**config.mk**
```make
export PLATFORM = sky130hd
export DESIGN_NAME = control_merge_rr
export DESIGN_NICKNAME = d
export VERILOG_FILES = /design/src/rtl/control_merge_rr.sv
export SDC_FILE = /design/constraint.sdc
export NUM_CORES = 1
export LEC_CHECK = 0
export ABC_CLOCK_PERIOD_IN_PS = 2670
export BUFFER_PORTS_ARGS = -buffer_cell sky130_fd_sc_hd__buf_2
export CAP_MARGIN = 20
export CELL_PAD_IN_SITES_DETAIL_PLACEMENT = 0
export CELL_PAD_IN_SITES_GLOBAL_PLACEMENT = 1
export CORE_MARGIN = 2
export CORE_UTILIZATION = 40
export DETAILED_ROUTE_END_ITERATION = 10
export MAX_ROUTING_LAYER = met4
export PLACE_DENSITY = 0.81
export SLEW_MARGIN = 10
export SYNTH_ARGS = -nofsm -noshare
export SYNTH_HDL_FRONTEND = slang
export SYNTH_SLANG_ARGS = --single-unit
```
**constraint.sdc**
```tcl
create_clock -name clk -period 2.67 [get_ports clk]
set_clock_uncertainty 0.1 [all_clocks]
set_input_delay 0.267 -clock clk [delete_from_list [all_inputs] [get_ports clk]]
set_output_delay 0.267 -clock clk [all_outputs]
set_load 0.01 [all_outputs]
```
**src/rtl/control_merge_rr.sv**
```systemverilog
// control_merge_rr: arbitrated merge of SIZE handshake inputs into a SLOTS-deep
// FIFO of {payload, winning index}. The FIFO head feeds a data channel and an
// index channel through an eager fork: each channel consumes the head once, and
// the head pops only after both channels have taken it.
module control_merge_rr #(
  parameter int SIZE       = 2,
  parameter int DATA_TYPE  = 32,
  parameter int INDEX_TYPE = 1,
  parameter int ARBITER    = 0,
  parameter int SLOTS      = 2
) (
  input  logic                      clk,
  input  logic                      rst,
  input  logic [SIZE*DATA_TYPE-1:0] ins,
  input  logic [SIZE-1:0]           ins_valid,
  output logic [SIZE-1:0]           ins_ready,
  output logic [DATA_TYPE-1:0]      outs,
  output logic                      outs_valid,
  input  logic                      outs_ready,
  output logic [INDEX_TYPE-1:0]     index,
  output logic                      index_valid,
  input  logic                      index_ready
);

  localparam int IW = (SIZE > 1) ? $clog2(SIZE) : 1;
  localparam int PW = (SLOTS > 1) ? $clog2(SLOTS) : 1;
  localparam int CW = $clog2(SLOTS + 1);
  localparam logic [CW-1:0] SLOTS_C = CW'(SLOTS);
  localparam logic [PW-1:0] LAST_P  = PW'(SLOTS - 1);
  localparam logic [IW-1:0] LAST_I  = IW'(SIZE - 1);

  logic [DATA_TYPE-1:0]  mem_data [SLOTS];
  logic [INDEX_TYPE-1:0] mem_idx  [SLOTS];
  logic [PW-1:0]         head;
  logic [PW-1:0]         tail;
  logic [CW-1:0]         count;
  logic                  sent_o;
  logic                  sent_i;
  logic [IW-1:0]         prio;

  logic [IW-1:0]         gidx;
  logic                  any_valid;
  logic                  not_full;
  logic                  push;
  logic                  pop;
  logic                  done_o;
  logic                  done_i;

  // Arbiter: pick the winning input from ins_valid (and prio in round-robin mode).
  // Loops run from the far end so the first hit in search order is written last.
  always_comb begin
    gidx      = '0;
    any_valid = 1'b0;
    if (ARBITER == 0) begin
      for (int i = SIZE - 1; i >= 0; i--) begin
        if (ins_valid[i]) begin
          gidx      = IW'(i);
          any_valid = 1'b1;
        end
      end
    end else begin
      for (int k = SIZE - 1; k >= 0; k--) begin
        if (ins_valid[(int'(prio) + k) % SIZE]) begin
          gidx      = IW'((int'(prio) + k) % SIZE);
          any_valid = 1'b1;
        end
      end
    end
  end

  assign not_full = (count != SLOTS_C);
  // Readiness is held low during reset so nothing is accepted while rst is high.
  assign push     = any_valid & not_full & ~rst;

  // Grant the winner only when there is room; consumer readiness never reaches here.
  always_comb begin
    ins_ready = '0;
    if (push) ins_ready[gidx] = 1'b1;
  end

  assign outs        = mem_data[head];
  assign index       = mem_idx[head];
  assign outs_valid  = (count != '0) & ~sent_o;
  assign index_valid = (count != '0) & ~sent_i;
  assign done_o      = sent_o | (outs_valid & outs_ready);
  assign done_i      = sent_i | (index_valid & index_ready);
  assign pop         = done_o & done_i;

  // FIFO storage: cleared on reset so the head outputs read zero, written at tail on push.
  always_ff @(posedge clk) begin
    if (rst) begin
      for (int i = 0; i < SLOTS; i++) begin
        mem_data[i] <= '0;
        mem_idx[i]  <= '0;
      end
    end else if (push) begin
      mem_data[tail] <= ins[int'(gidx)*DATA_TYPE +: DATA_TYPE];
      mem_idx[tail]  <= INDEX_TYPE'(gidx);
    end
  end

  // Pointers, occupancy, fork progress and round-robin priority.
  always_ff @(posedge clk) begin
    if (rst) begin
      head   <= '0;
      tail   <= '0;
      count  <= '0;
      sent_o <= 1'b0;
      sent_i <= 1'b0;
      prio   <= '0;
    end else begin
      if (push) begin
        tail <= (tail == LAST_P) ? '0 : tail + 1'b1;
        if (ARBITER == 1) prio <= (gidx == LAST_I) ? '0 : gidx + 1'b1;
      end
      if (pop) begin
        head   <= (head == LAST_P) ? '0 : head + 1'b1;
        sent_o <= 1'b0;
        sent_i <= 1'b0;
      end else begin
        sent_o <= done_o;
        sent_i <= done_i;
      end
      case ({push, pop})
        2'b10:   count <= count + 1'b1;
        2'b01:   count <= count - 1'b1;
        default: count <= count;
      endcase
    end
  end

endmodule
```
---- Word-level counts from Yosys, hierarchy flattened ----
Memories as Yosys holds them, arrays and structs flattened. A register that Yosys moved wholly into a read port is not among the register bits.
Index checks and enable logic that the tools add are counted.
W data, S select, Z words.
cells by class
  add/sub/neg operators ................... 4
  order comparisons ....................... 2
  equality and inequality tests ........... 3
  shifts and indexed selects .............. 1
  multiplexer cells ....................... 24
  bitwise logic cells ..................... 12
  reductions and logical operators ........ 6
operator list
  operator               count
  $shiftx A64 B7 Y32     1
  $mux W32               1
  $reduce_or A32 Y1      1
  $mux W1                20
  $and A1 B1 Y1          7
  $pmux W2 S2            1
  $reduce_bool A2 Y1     2
  $not A1 Y1             3
  $add A1 B1 Y1 const B  2
  $add A2 B1 Y2 const B  1
  $eq A2 B1 Y1 const B   1
  $eq A2 B2 Y1 const B   1
  $lt A1 B2 Y1 const B   1
  $mux W2                1
  $ne A2 B2 Y1 const B   1
  $or A1 B1 Y1           2
  $reduce_or A2 Y1       1
  $sub A2 B1 Y2 const B  1
  $demux W1 S1           1
  $ge A1 B1 Y1 const B   1
  $logic_and A1 B1 Y1    1
  $reduce_or A1 Y1       1
word-level totals
  flip-flop bits (word level) ............. 6
  RAM bits ................................ 66
  bits of input ports ..................... 70
  output and inout port bits .............. 37
  memories ................................ 2
memory list
  memory    depth  width  read ports  clocked after memory_dff  wr ports  line  RTL
  mem_data  2      32     1           1                         2         32    logic [DATA_TYPE-1:0] mem_data [SLOTS];
  mem_idx   2      1      1           1                         2         33    logic [INDEX_TYPE-1:0] mem_idx [SLOTS];

---- Longest topological paths before layout ----
Gate-level depths: netlist of the first run.
  depth in word-level cells ............... 9
  mapped depth ............................ 6
  mapped depth without buffers ............ 6

---- Least setup slack after synthesis of the first run ----
Ideal clock, no wire load.
  path type ............................... input-to-reg
  start point ............................. input port rst
  end point ............................... memory mem_data[0][0] (enable)
  setup time .............................. 0.390 ns
  arrival time ............................ 1.909 ns
  slack ................................... 0.271 ns
  stages on the path ...................... 5
  cell sequence ........................... buf_2 -> or4_4 -> buf_6 -> buf_6 -> nand2_1
RTL lines
  element      line  RTL
  from (decl)  13    input logic rst,
  to (decl)    32

==> flow_metrics.py, run 1 <==
metrics = {
    "logic_synthesis": {
        "synth_top_flop_cell": "sky130_fd_sc_hd__edfxtp_1",
        "post-synth-top-area-cell": "sky130_fd_sc_hd__edfxtp_1",
        "synth_async_sr_flop_share_pct": 0,
        "synth-edff-count": 66,
        "yosys-top-cells-count": "sky130_fd_sc_hd__nor2_1, sky130_fd_sc_hd__edfxtp_1, sky130_fd_sc_hd__mux2_2, sky130_fd_sc_hd__mux2i_1, sky130_fd_sc_hd__buf_2",
        "synth_top_area_share_pct": 58.5,
        "ys_seq_elements": 73,
        "syn_nets": 327,
        "synth_cell_types": 26,
        "synth.yosys.seq_area_share_pct": 62.7,
        "ys.warnings.count": 0,
        "syn_avg_cell_area_um2": 13.2,
        "netlist_area_um2": 3390,
        "post-synth-top-count-cell": "sky130_fd_sc_hd__nor2_1",
        "synthesis.instances": 256,
        "synth_area_leaders": "sky130_fd_sc_hd__edfxtp_1, sky130_fd_sc_hd__mux2_2, sky130_fd_sc_hd__mux2i_1",
    },
    "global_routing": {
        "grt-ovfl-total": 0,
        "grt_start_max_net_pins": 34,
        "antenna_violations_before_repair": 1,
        "grt_util_all_layers_pct": 15.9,
        "grt_pass1_wl_mm": 10.4,
        "first_global_vias": 2273,
    },
    "detailed_routing": {
        "number_of_drc_markers_in_iteration_0": 120,
        "routed_vias_inst": 4.84,
        "routed_wirelength_mm": 6.85,
        "final_antenna_net_count": 0,
        "drt_pass1_iterations": 4,
        "drt_drc_violations_left": 0,
        "route.vias.total": 2290,
        "wirelength_per_cell_um": 14.5,
    },
    "critical_path": {
        "endpoint_kind": "output pin",
        "r2r_slack_ns": 0.70,
        "crit_path_start_kind": "flop",
        "timing.setup.critical_path_class": "flop to output pin",
        "worstPathArrival_ns": 1.79,
        "worstPathRequired_ns": 2.30,
        "crit_path_max_fanout": 33,
    },
    "clock_tree": {
        "tritoncts_sink_count": 73,
        "holdBufCountCts": 0,
        "clk_latency_ns": 0.34,
        "cts_tree": "done",
        "tritoncts.num_buffers": 9,
        "htree_num_levels": 3,
        "cts_resized": 0,
        "cts_setup_buffers": 0,
        "cts.clk_slew.worst_paths_ns": 0.08,
        "clock-root-buffer": "sky130_fd_sc_hd__clkbuf_8",
        "clock_tree.buffer_depth": 2,
    },
    "power_and_ir_drop": {
        "vdd_ir_drop_max_mv": 0.401,
        "netSwitchingFraction_pct": 29.2,
        "power_density_of_the_placed_cells_nw_per_um2": 819,
        "clock_power_share_pct": 27.8,
        "power.combinational.fraction_pct": 26.0,
        "intPower_mw": 2.46,
        "switching_power_mw": 1.02,
        "power.sequential.fraction_pct": 46.3,
        "power.leakage_nw": 1.81,
    },
    "place": {
        "port-buffer-count": 106,
        "dpl.hpwl_mm": 4.63,
        "finalWeightedCongestion": 0.704,
        "placedInstanceArea_um2": 4020,
        "numPlacedInstances": 456,
    },
    "outcome": {
        "status": "finished, final reports clean",
    },
    "timing": {
        "final-hold-violation-count": 0,
        "max_freq_mhz": 464,
        "setup_viol": 0,
        "hold_slack_ns": 0.103,
        "rsz0062_at_grt": "no",
        "final_max_slew_viol_count": 0,
        "finalWorstPathRequiredPeriod_ns": 2.16,
        "min_period_over_period_pct": 80.8,
        "timing.setup.tns_ns": 0,
        "tightest_slew_ns": 0.812,
        "headroom_to_the_max_slew_limit_pct": 45.8,
    },
    "cells_and_area": {
        "layoutNonFillerInstCount": 473,
        "areaGrowthSynthToFinish_pct": 25.6,
        "final_net_count": 433,
        "layout-drive-gt1-share_pct": 45.8,
        "final_cell_area_um2": 4250,
    },
    "worst_hold_path": {
        "min-delay-path-class": "input port to flop",
    },
    "die": {
        "die_width_um": 96,
        "count_of_pins_on_the_block_boundary": 107,
        "die-area_um2": 9220,
        "floorplan.initialDensity_pct": 41.2,
        "core_region_area_um2": 8220,
        "die_h_um": 96,
        "std_cell_rows": 33,
    },
    "flow_run": {
        "cap_viol_max_count": 0,
    },
}
==> cells by family (layout without fill, tap and decap cells) <==
kind of cell	after synthesis	count (layout)	share of synthesized area, %
buf+inv	17	128	3.07
simple gates	89	89	11.1
fa+ha+maj	1	1	0.369
mux	67	67	21.1
flops	73	73	62.7
other cells	0	1	0
compound gates	7	7	1.15
xor+xnor	2	2	0.517
==> critical path, cell delays in order, from the launching register on <==
cell and delay, ns:
sky130_fd_sc_hd__dfxtp_2 0.86, sky130_fd_sc_hd__mux2_2 0.43, sky130_fd_sc_hd__buf_2 0.14
==> power groups by stage <==
stage          Combinational (mW)  Sequential [mW]  Clock [mW]
3_5_place_dp                0.917             1.64           0
5_1_grt                      1.00             1.64        1.03
6_report                    0.903             1.61       0.967
4_1_cts                     0.923             1.61       0.980
3_3_place_gp                0.903             1.63           0
2_1_floorplan               0.662             1.56           0
==> metal layers <==
layer  up-vias  global-route usage [%]  part of all wire (%)
met5         -                       -                     0
met4         0                    4.64                   1.2
met3         9                    5.01                   6.6
met2        77                    26.7                    50
met1      1070                    18.1                    42
li1       1134                       -                     -
==> placed cells by master, fill, tap and decap left out <==
cell	Yosys	routed
sky130_fd_sc_hd__buf_2	8	106
sky130_fd_sc_hd__nor2_1	70	70
sky130_fd_sc_hd__edfxtp_1	66	66
sky130_fd_sc_hd__mux2_2	35	35
sky130_fd_sc_hd__mux2i_1	32	32
sky130_fd_sc_hd__clkbuf_8	0	9
sky130_fd_sc_hd__dfxtp_1	7	6
sky130_fd_sc_hd__a21oi_1	4	4
sky130_fd_sc_hd__nor2b_1	4	3
sky130_fd_sc_hd__buf_4	0	3
sky130_fd_sc_hd__or3_1	2	2
sky130_fd_sc_hd__nand2_1	4	2
sky130_fd_sc_hd__and3_1	2	2
sky130_fd_sc_hd__nand2_2	0	2
sky130_fd_sc_hd__nor3_1	2	2
sky130_fd_sc_hd__inv_6	0	2
sky130_fd_sc_hd__clkinvlp_4	0	2
sky130_fd_sc_hd__bufinv_16	0	2
sky130_fd_sc_hd__buf_12	0	2
sky130_fd_sc_hd__diode_2	0	1
sky130_fd_sc_hd__o22ai_1	1	1
sky130_fd_sc_hd__inv_1	1	1
sky130_fd_sc_hd__nand2b_1	1	1
sky130_fd_sc_hd__nand4b_1	1	1
sky130_fd_sc_hd__nor2b_4	0	1
sky130_fd_sc_hd__or4_4	1	1
sky130_fd_sc_hd__xor2_1	1	1
sky130_fd_sc_hd__and2_1	1	1
sky130_fd_sc_hd__or2_2	1	1
sky130_fd_sc_hd__o211ai_1	1	1
sky130_fd_sc_hd__xnor2_1	1	1
sky130_fd_sc_hd__o21ai_0	1	1
sky130_fd_sc_hd__ha_1	1	1
sky130_fd_sc_hd__dfxtp_2	0	1
sky130_fd_sc_hd__clkinv_4	0	1
==> flip-flops by register name (all words and copies together), names as in the netlist, named ones only <==
name and cells:
count 2, tail 1, mem_data 64, head 1
sent_o 1, sent_i 1, mem_idx 2
==> layout make-up <==
type | count | area [um^2]
Antenna cell | 1 | 2.50
Fill cell | 749 | 3970
Clock inverter | 7 | 101
Multi-Input combinational cell | 166 | 1170
Sequential cell | 73 | 2120
Timing Repair Buffer | 111 | 593
Inverter | 1 | 3.75
Tap cell | 105 | 131
Clock buffer | 9 | 124
==> worst paths after layout <==
path | from | cells after the start | endpoint
worst max-delay path | flop | 2 | outs[9]
worst max register to register | count[0]$_SDFFE_PP0P_ | 4 | mem_data[0][20]$_SDFFCE_PN0P_
worst min register to register | sent_i$_SDFF_PP0_ | 2 | sent_i$_SDFF_PP0_
worst min-delay path | rst | 2 | count[1]$_SDFFE_PP0P_
==> metrics by stage <==
step	total power, mW	setup slack, ns	utilization (%)
2_1_floorplan	2.22	0.271	-
3_3_place_gp	2.53	0.691	49.0
3_5_place_dp	2.56	0.662	49.0
4_1_cts	3.52	0.484	51.7
5_1_grt	3.67	0.399	51.7
6_report	3.48	0.513	51.7
(Power assumes the default switching activity.)
==> inputs of run 2 (changes only) <==
--- a/config.mk
+++ b/config.mk
@@ -5,16 +5,17 @@
 export SDC_FILE = /design/constraint.sdc
 export NUM_CORES = 1
 export LEC_CHECK = 0
-export ABC_CLOCK_PERIOD_IN_PS = 2670
+export ABC_AREA = 1
+export ABC_CLOCK_PERIOD_IN_PS = 1800
 export BUFFER_PORTS_ARGS = -buffer_cell sky130_fd_sc_hd__buf_2
 export CAP_MARGIN = 20
 export CELL_PAD_IN_SITES_DETAIL_PLACEMENT = 0
 export CELL_PAD_IN_SITES_GLOBAL_PLACEMENT = 1
 export CORE_MARGIN = 2
-export CORE_UTILIZATION = 40
+export CORE_UTILIZATION = 36
 export DETAILED_ROUTE_END_ITERATION = 10
 export MAX_ROUTING_LAYER = met4
-export PLACE_DENSITY = 0.81
+export PLACE_DENSITY = 0.78
 export SLEW_MARGIN = 10
 export SYNTH_ARGS = -nofsm -noshare
 export SYNTH_HDL_FRONTEND = slang
==> constraint.sdc (replaced) <==
create_clock -name clk -period 1.8 [get_ports clk]
set_clock_uncertainty 0.1 [all_clocks]
set_input_delay 0.18 -clock clk [delete_from_list [all_inputs] [get_ports clk]]
set_output_delay 0.18 -clock clk [all_outputs]
set_load 0.01 [all_outputs]
==> run 2 against run 1 <==
Effect of this change:
- area after synthesis increased by 1.6%
- design area increased by 3.6%
- sequential power increased by 30%
- die area increased by 12%
- worst setup slack got worse by 0.42 ns
- critical path depth increased by 6
- non-clock buffer count increased by 8
- clock power increased by 40%
- global-route usage decreased by 1.3 points
- sequential cell count unchanged
- core utilization decreased by 4.1 points
- critical path type is now input port to flop
- largest power group unchanged
==> flow_metrics.py, run 2 <==
metrics = {
    "critical_path": {
        "cp.depth": 8,
        "critical-path-slowest-cell": "sky130_fd_sc_hd__dlygate4sd3_1",
        "timing.setup.critical_path_class": "input port to flop",
        "endpoint_kind": "flop",
        "crit_path_max_fanout": 16,
        "worstPathRequired_ns": 1.75,
        "worst_path_dominant_cell_family": "buffers and inverters",
        "r2r_slack_ns": 0.12,
        "cp_cell_sequence": "dlygate4sd3_1 -> buf_2 -> inv_4 -> nand3_4 -> clkinv_2 -> nand2_4 -> nand2_2 -> buf_4",
        "crit_path_max_incr_delay_ns": 0.53,
        "worstRegToRegCells": 9,
        "worstPathArrival_ns": 1.65,
        "crit_path_buf_inv_count": 5,
        "crit_path_start_kind": "input port",
    },
    "detailed_routing": {
        "top_layer_used": "met4",
        "wl_met1_mm": 3.13,
        "routed_vias_inst": 4.53,
        "drt_pass1_iterations": 4,
        "met2_wirelength_mm": 3.35,
        "drt_drc_violations_left": 0,
        "routed_wirelength_mm": 6.95,
        "number_of_drc_markers_in_iteration_0": 61,
        "route.vias.total": 2343,
        "final_antenna_net_count": 0,
        "met3WireLength_um": 381,
        "wirelength_per_cell_um": 13.4,
    },
    "logic_synthesis": {
        "netlist_area_um2": 3440,
        "share_of_cell_area_taken_by_muxes_after_synthesis_pct": 20.1,
        "syn_avg_cell_area_um2": 12.9,
        "post-synth-top-count-cell": "sky130_fd_sc_hd__nor2_1",
        "synth_top_flop_cell": "sky130_fd_sc_hd__edfxtp_1",
        "synth-edff-count": 66,
        "synth_fa_ha_area_share_pct": 0.364,
        "ys.warnings.count": 0,
        "syn_nets": 337,
        "synth_cell_types": 22,
        "post_synth_xor_area_fraction_pct": 0,
        "synthesis.instances": 266,
        "synth.yosys.seq_area_share_pct": 61.7,
        "yosys.area_share.simple_pct": 12.1,
        "synth_top_area_share_pct": 57.6,
        "synth-compound-area-share_pct": 0.946,
        "synth_top_family_by_area": "multiplexers",
        "synth_area_leaders": "sky130_fd_sc_hd__edfxtp_1, sky130_fd_sc_hd__mux2_2, sky130_fd_sc_hd__mux2i_1",
        "ys_seq_elements": 73,
        "synth_async_sr_flop_share_pct": 0,
        "yosys-top-cells-count": "sky130_fd_sc_hd__nor2_1, sky130_fd_sc_hd__edfxtp_1, sky130_fd_sc_hd__mux2_2, sky130_fd_sc_hd__mux2i_1",
        "post-synth-top-area-cell": "sky130_fd_sc_hd__edfxtp_1",
    },
    "cells_and_area": {
        "layout-drive-gt1-share_pct": 47.9,
        "layoutNonFillerInstCount": 517,
        "reg.largest.list": "mem_data (64), count (2), mem_idx (2)",
        "mostFrequentLayoutCells": "sky130_fd_sc_hd__buf_2, sky130_fd_sc_hd__nor2_1, sky130_fd_sc_hd__edfxtp_1",
        "final_net_count": 454,
        "areaGrowthSynthToFinish_pct": 28.2,
        "antenna_cells": 0,
        "final_util_pct": 47.7,
        "top_register": "mem_data",
        "most_common_cell_after_layout_fill_and_taps_aside": "sky130_fd_sc_hd__buf_2",
        "largest_register_ff_count": 64,
    },
    "worst_hold_path": {
        "min-delay-path-class": "input port to flop",
        "whs_path_depth": 3,
    },
    "global_routing": {
        "grt-ovfl-total": 0,
        "grt_util_all_layers_pct": 14.6,
        "antenna_violations_before_repair": 0,
        "grt_pass1_wl_mm": 11.0,
        "first_global_vias": 2320,
        "grt_start_max_net_pins": 34,
    },
    "die": {
        "count_of_pins_on_the_block_boundary": 107,
        "floorplan.initialDensity_pct": 37.2,
        "die_width_um": 102,
        "core_region_area_um2": 9240,
        "std_cell_rows": 35,
        "die-area_um2": 10300,
        "die_h_um": 102,
    },
    "timing": {
        "final_max_slew_viol_count": 0,
        "finalWorstPathRequiredPeriod_ns": 1.71,
        "tightest_slew_ns": 0.380,
        "rsz0062_at_grt": "yes",
        "max_freq_mhz": 585,
        "min_period_over_period_pct": 94.9,
        "final-hold-violation-count": 0,
        "headroom_to_the_max_slew_limit_pct": 74.0,
        "setup_viol": 0,
    },
    "clock_tree": {
        "cts_tree": "done",
        "tritoncts.num_buffers": 9,
        "clock-root-buffer": "sky130_fd_sc_hd__clkbuf_8",
        "tritoncts_sink_count": 73,
        "cts.clk_slew.worst_paths_ns": 0.07,
        "htree_num_levels": 3,
        "clk_latency_ns": 0.34,
        "clock_tree.buffer_depth": 2,
    },
    "power_and_ir_drop": {
        "vdd_ir_drop_max_mv": 0.366,
        "power.leakage_nw": 2.06,
        "power_density_of_the_placed_cells_nw_per_um2": 994,
    },
    "place": {
        "port-buffer-count": 106,
        "dpl.hpwl_mm": 4.85,
        "numPlacedInstances": 500,
        "finalWeightedCongestion": 0.759,
    },
    "flow_run": {
        "cap_viol_max_count": 0,
    },
    "outcome": {
        "status": "finished, final reports clean",
    },
}
==> run 2: cell types whose count changed after synthesis, sizes merged, moves of 2 or more <==
cell / before / now
nor3: 2 / 0
mux2: 35 / 33
nand3: 0 / 4
nor2: 70 / 75
or3: 2 / 0
inv: 1 / 12
and3: 2 / 0
nor2b: 4 / 0
clkbuf: 4 / 0
nand2: 4 / 15
==> run 2: cell families (layout without fill, tap and decap cells) <==
kind of cell | after synthesis | after routing
AND/OR/NAND/NOR | 95 | 95
AO/OA/AOI/OAI | 6 | 6
flip-flops | 73 | 73
multiplexers | 65 | 65
adder cells (fa/ha/maj) | 1 | 1
buffers and inverters | 26 | 148
==> run 2: per-layer routing <==
metal  global-route usage (%)  up-vias
met2                     23.7       73
met4                     5.93        0
met5                        -        -
met1                     17.8     1100
met3                     2.90       15
li1                         -     1155
==> run 2: metrics by stage <==
stage	worst slack, ns	hold WS (ns)	instance area, um^2	setup TNS, ns	total power [mW]
finish	0.0913	0.0769	4410	0	4.38
detailed placement	-0.00382	0.273	4180	-0.00382	3.07
floorplan	0.0198	0.149	3440	0	2.70
CTS	0.0476	0.0659	4400	0	4.42
global route	-0.0489	0.0899	4410	-0.0489	4.60
global placement	0.0889	0.271	4180	0	3.05
==> run 2: cell type report <==
type,count,area [um^2]
Timing Repair Buffer,119,693
Tap cell,129,161
Sequential cell,73,2130
Clock buffer,9,124
Multi-Input combinational cell,167,1160
Inverter,13,52.6
Fill cell,860,4830
Clock inverter,7,85.1
==> run 2: worst paths after layout <==
check / to / start
setup / recovery: mem_data[0][18]$_SDFFCE_PN0P_ / rst
hold / removal: mem_data[0][28]$_SDFFCE_PN0P_ / ins[60]
setup reg to reg: count[1]$_SDFFE_PP0P_ / count[1]$_SDFFE_PP0P_
hold reg to reg: tail$_SDFFE_PP0N_ / tail$_SDFFE_PP0N_
==> run 2: worst min-delay path, delay by kind of cell <==
family	cells	cell delay, ns
and+or+nand+nor	1	0.08
muxes	1	0.07
buffers and inverters	1	0.07
==> run 2: power breakdown <==
part,internal (mW),switching (mW)
Combinational,0.434,0.493
Clock,0.766,0.587
Sequential,2.05,0.0522
Total,3.25,1.13
==> run 2: what timing repair did <==
action                     CTS  global route
setup buffers                0             0
hold buffers                 1             0
gates resized for setup      1             5
hold endpoints to repair     1             0
setup endpoints to repair    1            35
pin swaps                    0             2
